### config.mk
export PLATFORM = sky130hd
export DESIGN_NAME = spi_frame_controller_flat
export DESIGN_NICKNAME = d
export VERILOG_FILES = /design/src/rtl/spi_frame_controller_if.sv /design/src/rtl/spi_frame_controller.sv /design/src/flat_wrapper.sv
export SDC_FILE = /design/constraint.sdc
export NUM_CORES = 1
export LEC_CHECK = 0
export ABC_AREA = 1
export CAP_MARGIN = 10
export CELL_PAD_IN_SITES_DETAIL_PLACEMENT = 0
export CELL_PAD_IN_SITES_GLOBAL_PLACEMENT = 1
export CORE_UTILIZATION = 40
export DETAILED_ROUTE_END_ITERATION = 10
export PLACE_DENSITY = 0.79
export SLEW_MARGIN = 40
export SYNTH_ARGS = -nofsm -noshare
export SYNTH_HDL_FRONTEND = slang
export SYNTH_SLANG_ARGS = --single-unit
### constraint.sdc
create_clock -name clk -period 3.13 [get_ports clk]
set_clock_uncertainty 0.1 [all_clocks]
set_input_delay 0.626 -clock clk [delete_from_list [all_inputs] [get_ports clk]]
set_output_delay 0.626 -clock clk [all_outputs]
set_load 0.005 [all_outputs]
### src/rtl/spi_frame_controller_if.sv
// Request/response and SPI pin bundle between a frame requester, the controller and the peripheral.
// master = controller side, slave = requester plus peripheral side.
interface spi_frame_controller_if;
  logic       req_valid;
  logic       req_ready;
  logic       req_rw;
  logic [6:0] req_addr;
  logic [7:0] req_data;
  logic       busy;
  logic       done;
  logic [7:0] rx_data;
  logic       sclk;
  logic       copi;
  logic       ncs;
  logic       cipo;

  modport master (
    input  req_valid, req_rw, req_addr, req_data, cipo,
    output req_ready, busy, done, rx_data, sclk, copi, ncs
  );

  modport slave (
    output req_valid, req_rw, req_addr, req_data, cipo,
    input  req_ready, busy, done, rx_data, sclk, copi, ncs
  );
endinterface

### src/rtl/spi_frame_controller.sv
// SPI mode-0 initiator: one 16-bit frame per accepted request, 1 + 35*CLK_DIV cycles per frame.
// Accepts only in IDLE (req_ready); requests held while busy stay pending until the next IDLE.
module spi_frame_controller #(
  parameter int unsigned CLK_DIV = 4
) (
  input logic                    clk,
  input logic                    rst_n,
  spi_frame_controller_if.master bus
);

  typedef enum logic [2:0] {IDLE, SETUP, SHIFT, HOLD, GAP} state_t;

  localparam logic [7:0] HALF_LAST = 8'(CLK_DIV - 1);

  state_t      state;
  logic [7:0]  half_cnt;
  logic [4:0]  bit_cnt;
  logic [14:0] shift_reg;
  logic [7:0]  cap_reg;
  logic        half_end;

  assign half_end = (half_cnt == HALF_LAST);

  always_ff @(posedge clk or negedge rst_n) begin
    if (!rst_n) begin
      state         <= IDLE;
      half_cnt      <= 8'd0;
      bit_cnt       <= 5'd0;
      shift_reg     <= 15'd0;
      cap_reg       <= 8'd0;
      bus.ncs       <= 1'b1;
      bus.sclk      <= 1'b0;
      bus.copi      <= 1'b0;
      bus.done      <= 1'b0;
      bus.busy      <= 1'b0;
      bus.req_ready <= 1'b1;
      bus.rx_data   <= 8'd0;
    end else begin
      bus.done <= 1'b0;
      if (state != IDLE) begin
        half_cnt <= half_end ? 8'd0 : half_cnt + 8'd1;
      end
      case (state)
        IDLE: begin
          if (bus.req_valid) begin
            // Bit 15 goes straight to copi; the register keeps bits 14:0.
            shift_reg     <= {bus.req_addr, bus.req_data};
            bus.copi      <= bus.req_rw;
            bus.ncs       <= 1'b0;
            bus.busy      <= 1'b1;
            bus.req_ready <= 1'b0;
            half_cnt      <= 8'd0;
            bit_cnt       <= 5'd0;
            state         <= SETUP;
          end
        end
        SETUP: begin
          if (half_end) begin
            bus.sclk <= 1'b1;
            cap_reg  <= {cap_reg[6:0], bus.cipo};
            state    <= SHIFT;
          end
        end
        SHIFT: begin
          if (half_end) begin
            if (bus.sclk) begin
              bus.sclk <= 1'b0;
              bit_cnt  <= bit_cnt + 5'd1;
              if (bit_cnt != 5'd15) begin
                bus.copi  <= shift_reg[14];
                shift_reg <= {shift_reg[13:0], 1'b0};
              end
            end else if (bit_cnt == 5'd16) begin
              state <= HOLD;
            end else begin
              bus.sclk <= 1'b1;
              cap_reg  <= {cap_reg[6:0], bus.cipo};
            end
          end
        end
        HOLD: begin
          if (half_end) begin
            bus.ncs     <= 1'b1;
            bus.done    <= 1'b1;
            bus.copi    <= 1'b0;
            bus.rx_data <= cap_reg;
            state       <= GAP;
          end
        end
        GAP: begin
          if (half_end) begin
            bus.busy      <= 1'b0;
            bus.req_ready <= 1'b1;
            state         <= IDLE;
          end
        end
        default: state <= IDLE;
      endcase
    end
  end

endmodule
### src/flat_wrapper.sv
// flat-port wrapper written by rule: the top's interface ports become plain ports
module spi_frame_controller_flat 
#(
  parameter int unsigned CLK_DIV = 4
)
  (clk, rst_n, bus_req_valid, bus_req_rw, bus_req_addr, bus_req_data, bus_cipo, bus_req_ready, bus_busy, bus_done, bus_rx_data, bus_sclk, bus_copi, bus_ncs);
  spi_frame_controller_if bus_i ();
  input logic clk;
  input logic rst_n;
  input wire logic [$bits(bus_i.req_valid)-1:0] bus_req_valid;
  input wire logic [$bits(bus_i.req_rw)-1:0] bus_req_rw;
  input wire logic [$bits(bus_i.req_addr)-1:0] bus_req_addr;
  input wire logic [$bits(bus_i.req_data)-1:0] bus_req_data;
  input wire logic [$bits(bus_i.cipo)-1:0] bus_cipo;
  output wire logic [$bits(bus_i.req_ready)-1:0] bus_req_ready;
  output wire logic [$bits(bus_i.busy)-1:0] bus_busy;
  output wire logic [$bits(bus_i.done)-1:0] bus_done;
  output wire logic [$bits(bus_i.rx_data)-1:0] bus_rx_data;
  output wire logic [$bits(bus_i.sclk)-1:0] bus_sclk;
  output wire logic [$bits(bus_i.copi)-1:0] bus_copi;
  output wire logic [$bits(bus_i.ncs)-1:0] bus_ncs;
  assign bus_i.req_valid = bus_req_valid;
  assign bus_i.req_rw = bus_req_rw;
  assign bus_i.req_addr = bus_req_addr;
  assign bus_i.req_data = bus_req_data;
  assign bus_i.cipo = bus_cipo;
  assign bus_req_ready = bus_i.req_ready;
  assign bus_busy = bus_i.busy;
  assign bus_done = bus_i.done;
  assign bus_rx_data = bus_i.rx_data;
  assign bus_sclk = bus_i.sclk;
  assign bus_copi = bus_i.copi;
  assign bus_ncs = bus_i.ncs;
  spi_frame_controller #(.CLK_DIV(CLK_DIV)) u_core (.clk(clk), .rst_n(rst_n), .bus(bus_i));
endmodule
# Word-level counts from Yosys, hierarchy flattened
# Index checks and enable logic that the tools add are counted.
[word_totals] register_bits=53 inputBits=20 output_inout_bits=14 wordCells=91
[op_classes] addsub=2 n_eq_ne=17 n_mux=44 reduce_logical=16
[op_table] cell="$mux W8" n=8
[op_table] cell="$mux W15" n=4
[op_table] cell="$pmux W15 S2" n=1
[op_table] cell="$mux W3" n=7
[op_table] cell="$pmux W8 S2" n=1
[op_table] cell="$mux W5" n=3
[op_table] cell="$pmux W3 S5" n=1
[op_table] cell="$ne A2 B1 Y1 const B" n=7
[op_table] cell="$mux W1" n=13
[op_table] cell="$pmux W5 S2" n=1
[op_table] cell="$reduce_and A5 Y1" n=2
[op_table] cell="$reduce_and A3 Y1" n=3
[op_table] cell="$add A8 B1 Y8 const B" n=1
[op_table] cell="$eq A8 B2 Y1 const B" n=1
[op_table] cell="$pmux W1 S2" n=4
[op_table] cell="$reduce_bool A2 Y1" n=4
[op_table] cell="$reduce_and A7 Y1" n=1
[op_table] cell="$eq A3 B2 Y1 const B" n=2
[op_table] cell="$ne A2 B2 Y1 const B" n=3
[op_table] cell="$reduce_and A6 Y1" n=1
[op_table] cell="$reduce_bool A3 Y1" n=2
[op_table] cell="$add A5 B1 Y5 const B" n=1
[op_table] cell="$eq A5 B5 Y1 const B" n=1
[op_table] cell="$ne A5 B4 Y1 const B" n=1
[op_table] cell="other kinds (6)" n=6

# Depth between registers and ports, before layout
# Gate-level depths: netlist (run 1).
[logic_depth] ltp_word=5 depth_mapped=11 mapped_depth_nobuf=11

# Least setup slack after synthesis (run 1)
# Ideal clock, no wire load.
[synth_timing] path_kind="register -> register" from="register u_core.bit_cnt[0]" to="register u_core.shift_reg[14]" setup_ps=123 t_arrival_ps=1535 required_time_ps=2907 slack_ps=1372 path_stages_with_launch=11 path_buffers=2 synth_period_minus_slack_ps=1758 path_cell_list="dfrtp_1 -> ha_1 -> nand2_1 -> nor2_1 -> ha_1 -> o21ai_2 -> nand3b_4 -> buf_6 -> buf_12 -> nand2_1 -> o21ai_1"
[synth_via] elab_chain_len=3
[synth_lines] item="start, declared" line="spi_frame_controller.sv:17" text="logic [4:0] bit_cnt;"
[synth_lines] item="start signal, assigned" line="spi_frame_controller.sv:68" text="bit_cnt <= bit_cnt + 5'd1;"
[synth_lines] item="$ne A5 B4 Y1" line="spi_frame_controller.sv:69" text="if (bit_cnt != 5'd15) begin"
[synth_lines] item="$ne A2 B1 Y1 (no line)"
[synth_lines] item="$reduce_and A5 Y1 (no line)"
[synth_lines] item="end signal, assigned" line="spi_frame_controller.sv:47" text="shift_reg <= {bus.req_addr, bus.req_data};"
[synth_lines] item="end signal, assigned" line="spi_frame_controller.sv:71" text="shift_reg <= {shift_reg[13:0], 1'b0};"
[synth_lines] item="end, declared" line="spi_frame_controller.sv:18" text="logic [14:0] shift_reg;"
# No other way between the ends.
# A chain may end at the register's enable or synchronous reset.

# Worst setup path after layout (run 1)
[layout_timing] from="register u_core.bus.req_ready" to="output port bus_req_ready"
[layout_lines] item="start, declared" line="spi_frame_controller_if.sv:19" text="output req_ready, busy, done, rx_data, sclk, copi, ncs"
[layout_lines] item="start signal, assigned" line="spi_frame_controller.sv:36" text="bus.req_ready <= 1'b1;"
[layout_lines] item="start signal, assigned" line="spi_frame_controller.sv:51" text="bus.req_ready <= 1'b0;"
[layout_lines] item="start signal, assigned" line="spi_frame_controller.sv:93" text="bus.req_ready <= 1'b1;"
[layout_lines] item="end, declared" line="flat_wrapper.sv:15" text="output wire logic [$bits(bus_i.req_ready)-1:0] bus_req_ready;"
# No word-level cell between the ends.

==> metrics.log, run 1 <==
[metrics] run status: finished, final reports clean
[metrics] largest net degree at the start of global routing: 54
[metrics] ys async rst share: 100%
[metrics] YS warnings: 0
[metrics] count of final hold-check violations: 0
[metrics] largest family of logic cells by synthesized area: simple AND/OR/NAND/NOR gates
[metrics] number of remaining DRC errors: 0
[metrics] number of sinks driven by the clock tree: 53
[metrics] sum of negative setup slack: 0 ns
[metrics] CP Capture Type: primary output
[metrics] number of flops mapped to enable cells by yosys: 0
[metrics] slew at the pin closest to its max-slew limit: 0.659 ns
[metrics] cells after synthesis: 321
[metrics] number of standard-cell rows in the floorplan: 29
[metrics] Nets: 379
[metrics] Max Clock Freq: 0.484 GHz
[metrics] most common cell after layout, fill and taps aside: nand2_1
[metrics] total grt overflow: 0
[metrics] vertical extent of the die: 85.1 um
[metrics] family with the most delay on the worst path: flip-flops
[metrics] Worst R2R Setup Slack: 1.18 ns
[metrics] final critical delay including setup and external delays: 2.07 ns
[metrics] TritonCTS Buffers: 5
[metrics] synthesized-area fraction occupied by ao, oa, aoi and oai cells: 15.2%
[metrics] share of cells above drive strength 1: 17.4%
[metrics] total buffers and inverters traversed by the critical path: 1
[metrics] via count: 2,149
[metrics] mean area per synthesized cell: 8.61 um^2
[metrics] relative slew slack: 56.0%
[metrics] simple-gate share of the synthesized area: 25.9%
[metrics] non-filler instance count after layout: 433
[metrics] hold buffer count at CTS: 0
[metrics] wire length of the first global-routing pass: 9300 um
[metrics] largest driver fanout on the critical path: 2
[metrics] Placed Instance Area: 0.00311 mm^2
[metrics] nets in the synthesized netlist: 345
[metrics] most frequent cells in the layout: nand2_1, dfrtp_1, clkdlybuf4s50_1, inv_1, o21ai_0
[metrics] detailed-route vias per instance: 4.96
[metrics] fraction of the yosys area taken by sequential cells: 48.1%
[metrics] cell count after placement: 425
[metrics] Worst R2R End: u_core.shift_reg[1]$_DFFE_PN0P_
[metrics] reported max-cap violation count: 0
[metrics] number of synthesized register bits: 53
[metrics] detail-routed net length per standard cell: 12.3 um
[metrics] Final setup violation count: 0
[metrics] type of element launching the critical path: flop
[metrics] cells along the critical path: clkdlybuf4s50_1
[metrics] Post-Syn Area: 0.00276 mm^2
[metrics] worst slack, placed: 0.903 ns
[metrics] count of nets left with antenna violations after detail routing: 0
[metrics] post-CTS repair timing setup buffer count: 0
[metrics] slowest cell delay on critical path: 0.54 ns
[metrics] initial antenna violation count: 0
[metrics] critical path class: reg -> out
[metrics] post-layout worst setup margin: 1.06 ns
[metrics] critical path required time: 2.40 ns
[metrics] Tcrit/Tclk final: 66.0%
[metrics] CP max stage cell: dfstp_2
[metrics] final max-slew violation count: 0
[metrics] DR iter-0 viols: 83
[metrics] FF-to-FF Start: u_core.bit_cnt[0]$_DFFE_PN0P_
[metrics] root cell of the clock tree: clkbuf_8
[metrics] number of distinct library cell variants in the gate-level netlist after synthesis: 35
[metrics] worst vdd rail ir drop: 221 uV
[metrics] effective utilization at floorplan: 42.5%
[metrics] H-tree depth: 2
[metrics] Post-DP HPWL: 3810 um
[metrics] Main synth FF type: dfrtp_1
[metrics] number of global-route vias before repair: 2,101
[metrics] final weighted congestion in routability-driven placement: 0.850
[metrics] Final Core Density: 49.3%
[metrics] number of gates given a new drive strength after cts: 0
[metrics] total power divided by cell area: 357 mW/mm^2
[metrics] Top Ports: 34
[metrics] Crit path arrival time: 1.34 ns
[metrics] deepest clock path buffer count: 2
[metrics] clock slew at reported path FFs: 0.10 ns
[metrics] length in cells of the worst reg-to-reg path: 8
[metrics] core outline area: 0.00649 mm^2
[metrics] horizontal die dimension: 85.1 um
[metrics] Initial DRT Pass Iterations: 4
[metrics] clock tree from TritonCTS: done
[metrics] clock insertion delay at the later pin of the skew report: 0.31 ns
[metrics] worst hold path class: in -> async
[metrics] summed area of non-filler cells in the final layout: 0.00320 mm^2
[metrics] static leakage: 1.49 nW
[metrics] RSZ-0062 raised after global routing: no
[metrics] Area Growth Syn to Fin: 15.9%
[metrics] DIE AREA: 0.00724 mm^2
[metrics] diode count: 0
[metrics] origin of the worst setup path: u_core.bus.req_ready$_DFFE_PN1P_
[metrics] max FFs per register: 15
[metrics] adder and majority gate portion of the synthesized area: 1.81%
[metrics] port buffer count: 33
[metrics] total track usage: 16.1%
[metrics] XOR/XNOR Fraction of Synth Area: 0.634%
[metrics] post-detailed-routing wire length: 5320 um
[metrics] multiplexer share of the synthesized area: 0%
## worst max path at each step
stage                                                  end  slack [ns]  cells after the start
after global routing       u_core.shift_reg[8]$_DFFE_PN0P_        0.96                      7
after global placement     u_core.shift_reg[1]$_DFFE_PN0P_        0.92                      7
after CTS                                    bus_req_ready        1.05                      1
after floorplan           u_core.shift_reg[14]$_DFFE_PN0P_        1.37                     10
final                                        bus_req_ready        1.06                      1
after detailed placement   u_core.shift_reg[1]$_DFFE_PN0P_        0.90                      7
## routing by layer
| layer | share of wire (%) | track usage, % | vias up |
|---|---|---|---|
| met3 | 4.0 | 3.70 | 6 |
| li1 | - | - | 1101 |
| met5 | 0 | 0 | - |
| met2 | 46 | 26.0 | 38 |
| met1 | 49 | 21.9 | 1004 |
| met4 | 0.92 | 4.16 | 0 |
## synth_stat cells (3+ instances only)
cell type	n	area share [%]
ha_1	4	1.8
o21ai_2	15	4.8
inv_2	5	0.68
nand2_2	7	1.6
inv_1	28	3.8
nand3_1	13	2.4
or2_2	10	2.3
or2_1	5	1.1
nand2_1	80	11
dfrtp_1	51	46
buf_6	4	1.6
o22ai_1	3	0.68
o21ai_1	14	2.5
nand4_1	5	1.1
o21ai_0	23	4.2
nor2_2	4	0.91
nor2_1	20	2.7
a21oi_1	6	1.1
## worst reg2reg max path, cell delays in order (launching register included)
cell	delay, ns
dfrtp_1	0.42
ha_1	0.22
nand2_1	0.08
nor2_1	0.04
ha_1	0.18
o21ai_2	0.25
nand3b_4	0.32
nand2_1	0.18
o21ai_2	0.06
## cell families after synthesis
group	Yosys count
buffers and inverters	43
xor gates and xnor gates	2
DFF	53
AOI/OAI and AO/OA	67
adders and majority gates	4
and+or+nand+nor	152
## stage by stage
stage,hold WS [ns],power (mW)
6_report,0.321,1.14
5_1_grt,0.390,1.20
4_1_cts,0.349,1.16
3_5_place_dp,0.361,0.752
3_3_place_gp,0.353,0.752
2_1_floorplan,0.230,0.712
## where the power goes
part	internal, mW	switching (mW)	total [mW]
sequential	0.685	0.000317	0.686
combinational	0.0292	0.0218	0.0510
clock	0.163	0.241	0.405
## final cells by class
type | count | area (um^2)
Fill cell | 662 | 3290
Sequential cell | 53 | 1330
Multi-Input combinational cell | 225 | 1200
Timing Repair Buffer | 36 | 348
Inverter | 34 | 130
Tap cell | 77 | 96.3
Clock buffer | 5 | 68.8
Clock inverter | 3 | 25.0
Note: power is estimated with default switching activity, not from simulation.
==> run 2, diff against run 1 <==
--- a/config.mk
+++ b/config.mk
@@ -9,7 +9,7 @@
 export CAP_MARGIN = 10
 export CELL_PAD_IN_SITES_DETAIL_PLACEMENT = 0
 export CELL_PAD_IN_SITES_GLOBAL_PLACEMENT = 1
-export CORE_UTILIZATION = 40
+export CORE_UTILIZATION = 38
 export DETAILED_ROUTE_END_ITERATION = 10
 export PLACE_DENSITY = 0.79
 export SLEW_MARGIN = 40
==> constraint.sdc (replaced) <==
create_clock -name clk -period 1.8 [get_ports clk]
set_clock_uncertainty 0.1 [all_clocks]
set_input_delay 0.36 -clock clk [delete_from_list [all_inputs] [get_ports clk]]
set_output_delay 0.36 -clock clk [all_outputs]
set_load 0.005 [all_outputs]
==> metrics.log, run 2 (synthesis gave the netlist of run 1 again) <==
[metrics] critical path class: reg -> reg
[metrics] core outline area: 0.00691 mm^2
[metrics] count of nets left with antenna violations after detail routing: 0
[metrics] fill cell instance count of the final layout: 702
[metrics] total power divided by cell area: 599 mW/mm^2
[metrics] Worst R2R Setup Slack: 0.06 ns
[metrics] switching power: 438 uW
[metrics] type of element launching the critical path: flop
[metrics] post-layout worst setup margin: 0.0644 ns
[metrics] largest net degree at the start of global routing: 54
[metrics] length in cells of the worst reg-to-reg path: 9
[metrics] Max Clock Freq: 0.576 GHz
[metrics] Hold Path End: u_core.bus.ncs$_DFFE_PN1P_
[metrics] worst hold path class: reg -> reg
[metrics] Top Ports: 34
[metrics] Placed Instance Area: 0.00327 mm^2
[metrics] most frequent cells in the layout: nand2_1, dfrtp_1, clkdlybuf4s50_1, inv_1, o21ai_0
[metrics] sum of negative setup slack: 0 ns
[metrics] summed area of non-filler cells in the final layout: 0.00351 mm^2
[metrics] number of global-route vias before repair: 2,076
[metrics] largest driver fanout on the critical path: 14
[metrics] count of final hold-check violations: 0
[metrics] Area Growth Syn to Fin: 26.9%
[metrics] Comb pwr share: 4.5%
[metrics] run status: finished, final reports clean
[metrics] most common cell after layout, fill and taps aside: nand2_1
[metrics] diode count: 0
[metrics] TritonCTS Buffers: 5
[metrics] worst vdd rail ir drop: 420 uV
[metrics] worst hold path depth: 2
[metrics] origin of the worst min-delay path: u_core.bus.ncs$_DFFE_PN1P_
[metrics] vertical extent of the die: 87.3 um
[metrics] share of cells above drive strength 1: 22.8%
[metrics] number of sinks driven by the clock tree: 53
[metrics] cell count after placement: 458
[metrics] Final setup violation count: 0
[metrics] effective utilization at floorplan: 40.0%
[metrics] total track usage: 15.9%
[metrics] Clk pwr share: 38.8%
[metrics] max FFs per register: 15
[metrics] Sequential Power Share: 56.7%
[metrics] non-filler instance count after layout: 473
[metrics] reported max-cap violation count: 0
[metrics] worst slack, placed: 0.00274 ns
[metrics] Nets: 400
[metrics] Crit path arrival time: 1.84 ns
[metrics] Tcrit/Tclk final: 96.4%
[metrics] clock tree from TritonCTS: done
[metrics] port buffer count: 33
[metrics] Worst R2R End: u_core.shift_reg[2]$_DFFE_PN0P_
[metrics] CP Capture Type: flop
[metrics] final max-slew violation count: 0
[metrics] DIE AREA: 0.00762 mm^2
[metrics] DR iter-0 viols: 96
[metrics] total internal power: 1.66 mW
[metrics] relative slew slack: 78.2%
[metrics] switching fraction of total power: 20.8%
[metrics] H-tree depth: 2
[metrics] number of standard-cell rows in the floorplan: 30
[metrics] initial antenna violation count: 0
[metrics] total grt overflow: 0
[metrics] critical path required time: 1.90 ns
[metrics] Post-DP HPWL: 3990 um
[metrics] static leakage: 1.64 nW
[metrics] final critical delay including setup and external delays: 1.74 ns
[metrics] slew at the pin closest to its max-slew limit: 0.326 ns
[metrics] clock slew at reported path FFs: 0.10 ns
[metrics] detail-routed net length per standard cell: 12.2 um
[metrics] via count: 2,248
[metrics] post-detailed-routing wire length: 5770 um
[metrics] root cell of the clock tree: clkbuf_8
[metrics] horizontal die dimension: 87.3 um
[metrics] FF-to-FF Start: u_core.bit_cnt[0]$_DFFE_PN0P_
[metrics] Final Core Density: 50.8%
[metrics] clock insertion delay at the later pin of the skew report: 0.31 ns
[metrics] Initial DRT Pass Iterations: 4
[metrics] number of remaining DRC errors: 0
[metrics] detailed-route vias per instance: 4.75
[metrics] wire length of the first global-routing pass: 9580 um
[metrics] final weighted congestion in routability-driven placement: 0.780
[metrics] deepest clock path buffer count: 2
-- run 2: changes by cell type in the layout (fill, tap and decap cells not counted), sizes merged --
cell / before / now
clkinv: 0 / 1
clkdlybuf4s50: 32 / 30
bufinv: 0 / 1
buf: 4 / 22
inv: 36 / 34
clkbuf: 5 / 8
dlygate4sd3: 0 / 1
dlygate4sd2: 0 / 2
clkinvlp: 1 / 0
-- run 2: through the flow --
step / hold slack (ns) / power [mW]
finish: 0.367 / 2.10
global route: 0.384 / 2.19
CTS: 0.370 / 2.13
detailed placement: 0.276 / 1.31
global placement: 0.278 / 1.31
floorplan: -0.0356 / 1.24
-- run 2: layout make-up --
class                           instances  area [um^2]  share of cell area [%]
Sequential cell                        53         1330                    37.9
Clock inverter                          2         38.8                    1.11
Multi-Input combinational cell        225         1240                    35.3
Timing Repair Buffer                   57          578                    16.5
Clock buffer                            6         72.6                    2.07
Tap cell                               96          120                    3.42
Inverter                               34          130                    3.71
-- run 2: critical path, stage by stage (launching register included) --
cell and delay [ns]:
dfrtp_1 0.39, ha_2 0.19, nand2_1 0.07, nor2_1 0.05, ha_1 0.20, o21ai_4 0.18
nand3b_4 0.15, clkbuf_16 0.20, nand2_1 0.07, o21ai_2 0.05
-- run 2: power groups by stage --
stage | registers [mW] | clock network [mW] | logic (mW)
global route | 1.19 | 0.892 | 0.107
finish | 1.19 | 0.815 | 0.0945
CTS | 1.19 | 0.841 | 0.0975
floorplan | 1.22 | 0 | 0.0212
detailed placement | 1.22 | 0 | 0.0961
global placement | 1.22 | 0 | 0.0959
-- run 2: per-layer routing --
layer  track usage (%)  up-vias  wire (um)
li1                  -     1140          -
met1              21.8     1071       2900
met2              25.8       33       2610
met3              3.22        4        207
met4              4.02        0         51
met5                 0        -          0
-- run 2: timing repair --
action,CTS,global route
setup buffers,0,4
gates resized for setup,2,8
setup endpoints to repair,2,25
endpoints found under the hold margin,51,0
cloned,0,2
hold buffers,1,0
pin swaps,0,5
-- run 2: worst max path at each step --
stage                                       start                               end  slack (ns)  cells after the start
global placement                    bus_req_valid   u_core.shift_reg[7]$_DFFE_PN0P_        0.05                      8
CTS                 u_core.bit_cnt[0]$_DFFE_PN0P_   u_core.shift_reg[9]$_DFFE_PN0P_       0.004                      9
global route        u_core.bit_cnt[0]$_DFFE_PN0P_     u_core.cap_reg[1]$_DFFE_PN0P_      -0.004                     11
floorplan           u_core.bit_cnt[0]$_DFFE_PN0P_  u_core.shift_reg[14]$_DFFE_PN0P_        0.04                     10
finish              u_core.bit_cnt[0]$_DFFE_PN0P_   u_core.shift_reg[2]$_DFFE_PN0P_        0.06                      9
detailed placement                  bus_req_valid   u_core.shift_reg[8]$_DFFE_PN0P_       0.003                      8
==> run 3, diff against run 2 <==
--- a/config.mk
+++ b/config.mk
@@ -9,9 +9,11 @@
 export CAP_MARGIN = 10
 export CELL_PAD_IN_SITES_DETAIL_PLACEMENT = 0
 export CELL_PAD_IN_SITES_GLOBAL_PLACEMENT = 1
-export CORE_UTILIZATION = 38
+export CORE_UTILIZATION = 39
+export CTS_BUF_LIST = sky130_fd_sc_hd__clkbuf_4 sky130_fd_sc_hd__clkbuf_8
 export DETAILED_ROUTE_END_ITERATION = 10
-export PLACE_DENSITY = 0.79
+export GPL_ROUTABILITY_DRIVEN = 0
+export PLACE_DENSITY = 0.81
 export SLEW_MARGIN = 40
 export SYNTH_ARGS = -nofsm -noshare
 export SYNTH_HDL_FRONTEND = slang
==> metrics.log, run 3 (synthesis gave the netlist of run 1 again) <==
[metrics] FF-to-FF Start: u_core.bit_cnt[1]$_DFFE_PN0P_
[metrics] total track usage: 16.3%
[metrics] final max-slew violation count: 0
[metrics] core outline area: 0.00683 mm^2
[metrics] wire length of the first global-routing pass: 9530 um
[metrics] detailed-route vias per instance: 4.70
[metrics] effective utilization at floorplan: 40.4%
[metrics] horizontal die dimension: 86.2 um
[metrics] switching fraction of total power: 21.1%
[metrics] Final setup violation count: 0
[metrics] Hold Path End: u_core.bus.ncs$_DFFE_PN1P_
[metrics] largest driver fanout on the critical path: 7
[metrics] detail-routed net length per standard cell: 12.0 um
[metrics] static leakage: 1.64 nW
[metrics] post-detailed-routing wire length: 5660 um
[metrics] critical path required time: 1.90 ns
[metrics] number of sinks driven by the clock tree: 53
[metrics] number of standard-cell rows in the floorplan: 30
[metrics] worst vdd rail ir drop: 320 uV
[metrics] origin of the worst min-delay path: u_core.bus.ncs$_DFFE_PN1P_
[metrics] Top Ports: 34
[metrics] Sequential Power Share: 56.6%
[metrics] via count: 2,214
[metrics] TritonCTS Buffers: 5
[metrics] Final Core Density: 51.8%
[metrics] total power: 2.11 mW
[metrics] Area Growth Syn to Fin: 28.0%
[metrics] Worst R2R End: u_core.shift_reg[4]$_DFFE_PN0P_
[metrics] DIE AREA: 0.00742 mm^2
[metrics] critical path class: reg -> reg
[metrics] count of nets left with antenna violations after detail routing: 0
[metrics] Nets: 398
[metrics] Post-DP HPWL: 3920 um
[metrics] H-tree depth: 2
[metrics] most frequent cells in the layout: nand2_1, dfrtp_1, clkdlybuf4s50_1, inv_1
[metrics] type of element launching the critical path: flop
[metrics] diode count: 0
[metrics] Sequential cell area: 0.00133 mm^2
[metrics] Crit path arrival time: 1.85 ns
[metrics] share of cells above drive strength 1: 27.2%
[metrics] worst hold path depth: 2
[metrics] vertical extent of the die: 86.2 um
[metrics] final critical delay including setup and external delays: 1.75 ns
[metrics] Worst R2R Setup Slack: 0.05 ns
[metrics] number of remaining DRC errors: 0
[metrics] total internal power: 1.66 mW
[metrics] RSZ-0062 raised after global routing: yes
[metrics] reported max-cap violation count: 0
[metrics] clock insertion delay at the later pin of the skew report: 0.31 ns
[metrics] port buffer count: 33
[metrics] root cell of the clock tree: clkbuf_8
[metrics] count of final hold-check violations: 0
[metrics] total power divided by cell area: 596 mW/mm^2
[metrics] fill cell instance count of the final layout: 667
[metrics] worst hold path class: reg -> reg
[metrics] length in cells of the worst reg-to-reg path: 9
[metrics] Max Clock Freq: 0.571 GHz
[metrics] number of global-route vias before repair: 2,061
[metrics] slew at the pin closest to its max-slew limit: 0.417 ns
[metrics] DR iter-0 viols: 67
[metrics] largest net degree at the start of global routing: 40
[metrics] run status: finished, final reports clean
[metrics] clock tree from TritonCTS: done
[metrics] total grt overflow: 0
[metrics] deepest clock path buffer count: 2
[metrics] area of the multi-input gates: 0.00128 mm^2
[metrics] Initial DRT Pass Iterations: 4
[metrics] relative slew slack: 72.2%
[metrics] most common cell after layout, fill and taps aside: nand2_1
[metrics] Comb pwr share: 4.5%
[metrics] initial antenna violation count: 0
[metrics] Tcrit/Tclk final: 97.2%
[metrics] clock slew at reported path FFs: 0.11 ns
[metrics] CP Capture Type: flop
[metrics] max FFs per register: 15
[metrics] switching power: 444 uW
[metrics] Clk pwr share: 38.9%
[run 3: cell types whose count changed in the layout (fill, tap and decap cells not counted), moves of 2 or more]
cell and delta:
o21ai_2 +2, o21ai_1 +3, ha_2 +2, inv_1 -2, nand2_1 -12, nand2_4 +2, inv_2 +2, buf_4 -3
o21ai_0 -5, nand2_2 +10
[run 3: timing repair]
action	in CTS	in global routing
endpoints found under the hold margin	13	0
cloned	0	3
setup buffers	0	2
resized for setup	2	31
pin swaps	0	7
hold buffers	1	0
endpoints found under the setup margin	2	18
[run 3: worst max path at each step]
stage / depth (start not counted) / to / slack [ns] / start
floorplan: 10 / u_core.shift_reg[14]$_DFFE_PN0P_ / 0.04 / u_core.bit_cnt[0]$_DFFE_PN0P_
global placement: 8 / u_core.bit_cnt[2]$_DFFE_PN0P_ / 0.03 / bus_req_valid
detailed placement: 8 / u_core.shift_reg[8]$_DFFE_PN0P_ / -0.0005 / bus_req_valid
CTS: 9 / u_core.shift_reg[9]$_DFFE_PN0P_ / 0.006 / u_core.bit_cnt[0]$_DFFE_PN0P_
global route: 8 / u_core.shift_reg[14]$_DFFE_PN0P_ / -0.03 / u_core.bit_cnt[1]$_DFFE_PN0P_
finish: 9 / u_core.shift_reg[4]$_DFFE_PN0P_ / 0.05 / u_core.bit_cnt[1]$_DFFE_PN0P_
[run 3: final cells by class]
| type | count | area share [%] |
|---|---|---|
| flip-flops and latches | 53 | 37.6 |
| multi-input cells | 225 | 36.2 |
| repair buffers | 55 | 16.0 |
| inverters | 34 | 3.68 |
| well taps | 96 | 3.40 |
| clock buffers | 5 | 1.95 |
| clock inverters | 3 | 1.24 |
[run 3: power by group through the flow]
stage	logic (mW)	clock network (mW)	registers, mW
finish	0.0950	0.820	1.19
global placement	0.0965	0	1.22
CTS	0.0977	0.842	1.19
global route	0.107	0.888	1.19
detailed placement	0.0961	0	1.22
floorplan	0.0212	0	1.22
[run 3: layer usage]
| metal | GRT usage, % | wire length, um |
|---|---|---|
| met2 | 23.9 | 2510 |
| met1 | 23.5 | 2880 |
| met3 | 3.56 | 170 |
| met5 | 0 | 0 |
| met4 | 6.21 | 98 |
[run 3: worst max-delay path: stages (launching register included)]
cell	delay, ns
dfrtp_1	0.40
ha_2	0.20
nand2_2	0.07
nor2_1	0.04
ha_2	0.17
o21ai_4	0.18
nand3b_4	0.17
clkbuf_16	0.20
nand2_1	0.07
o21ai_2	0.05
[run 3: through the flow]
stage / setup TNS, ns / hold slack [ns] / std cells / setup slack [ns] / cell area (um^2)
2_1_floorplan: 0 / -0.0356 / 321 / 0.0418 / 2760
3_3_place_gp: 0 / 0.196 / 457 / 0.0329 / 3270
3_5_place_dp: -0.000721 / 0.195 / 457 / -0.000473 / 3270
4_1_cts: 0 / 0.371 / 466 / 0.00618 / 3390
5_1_grt: -0.273 / 0.402 / 471 / -0.0321 / 3540
6_report: 0 / 0.367 / 471 / 0.0499 / 3540
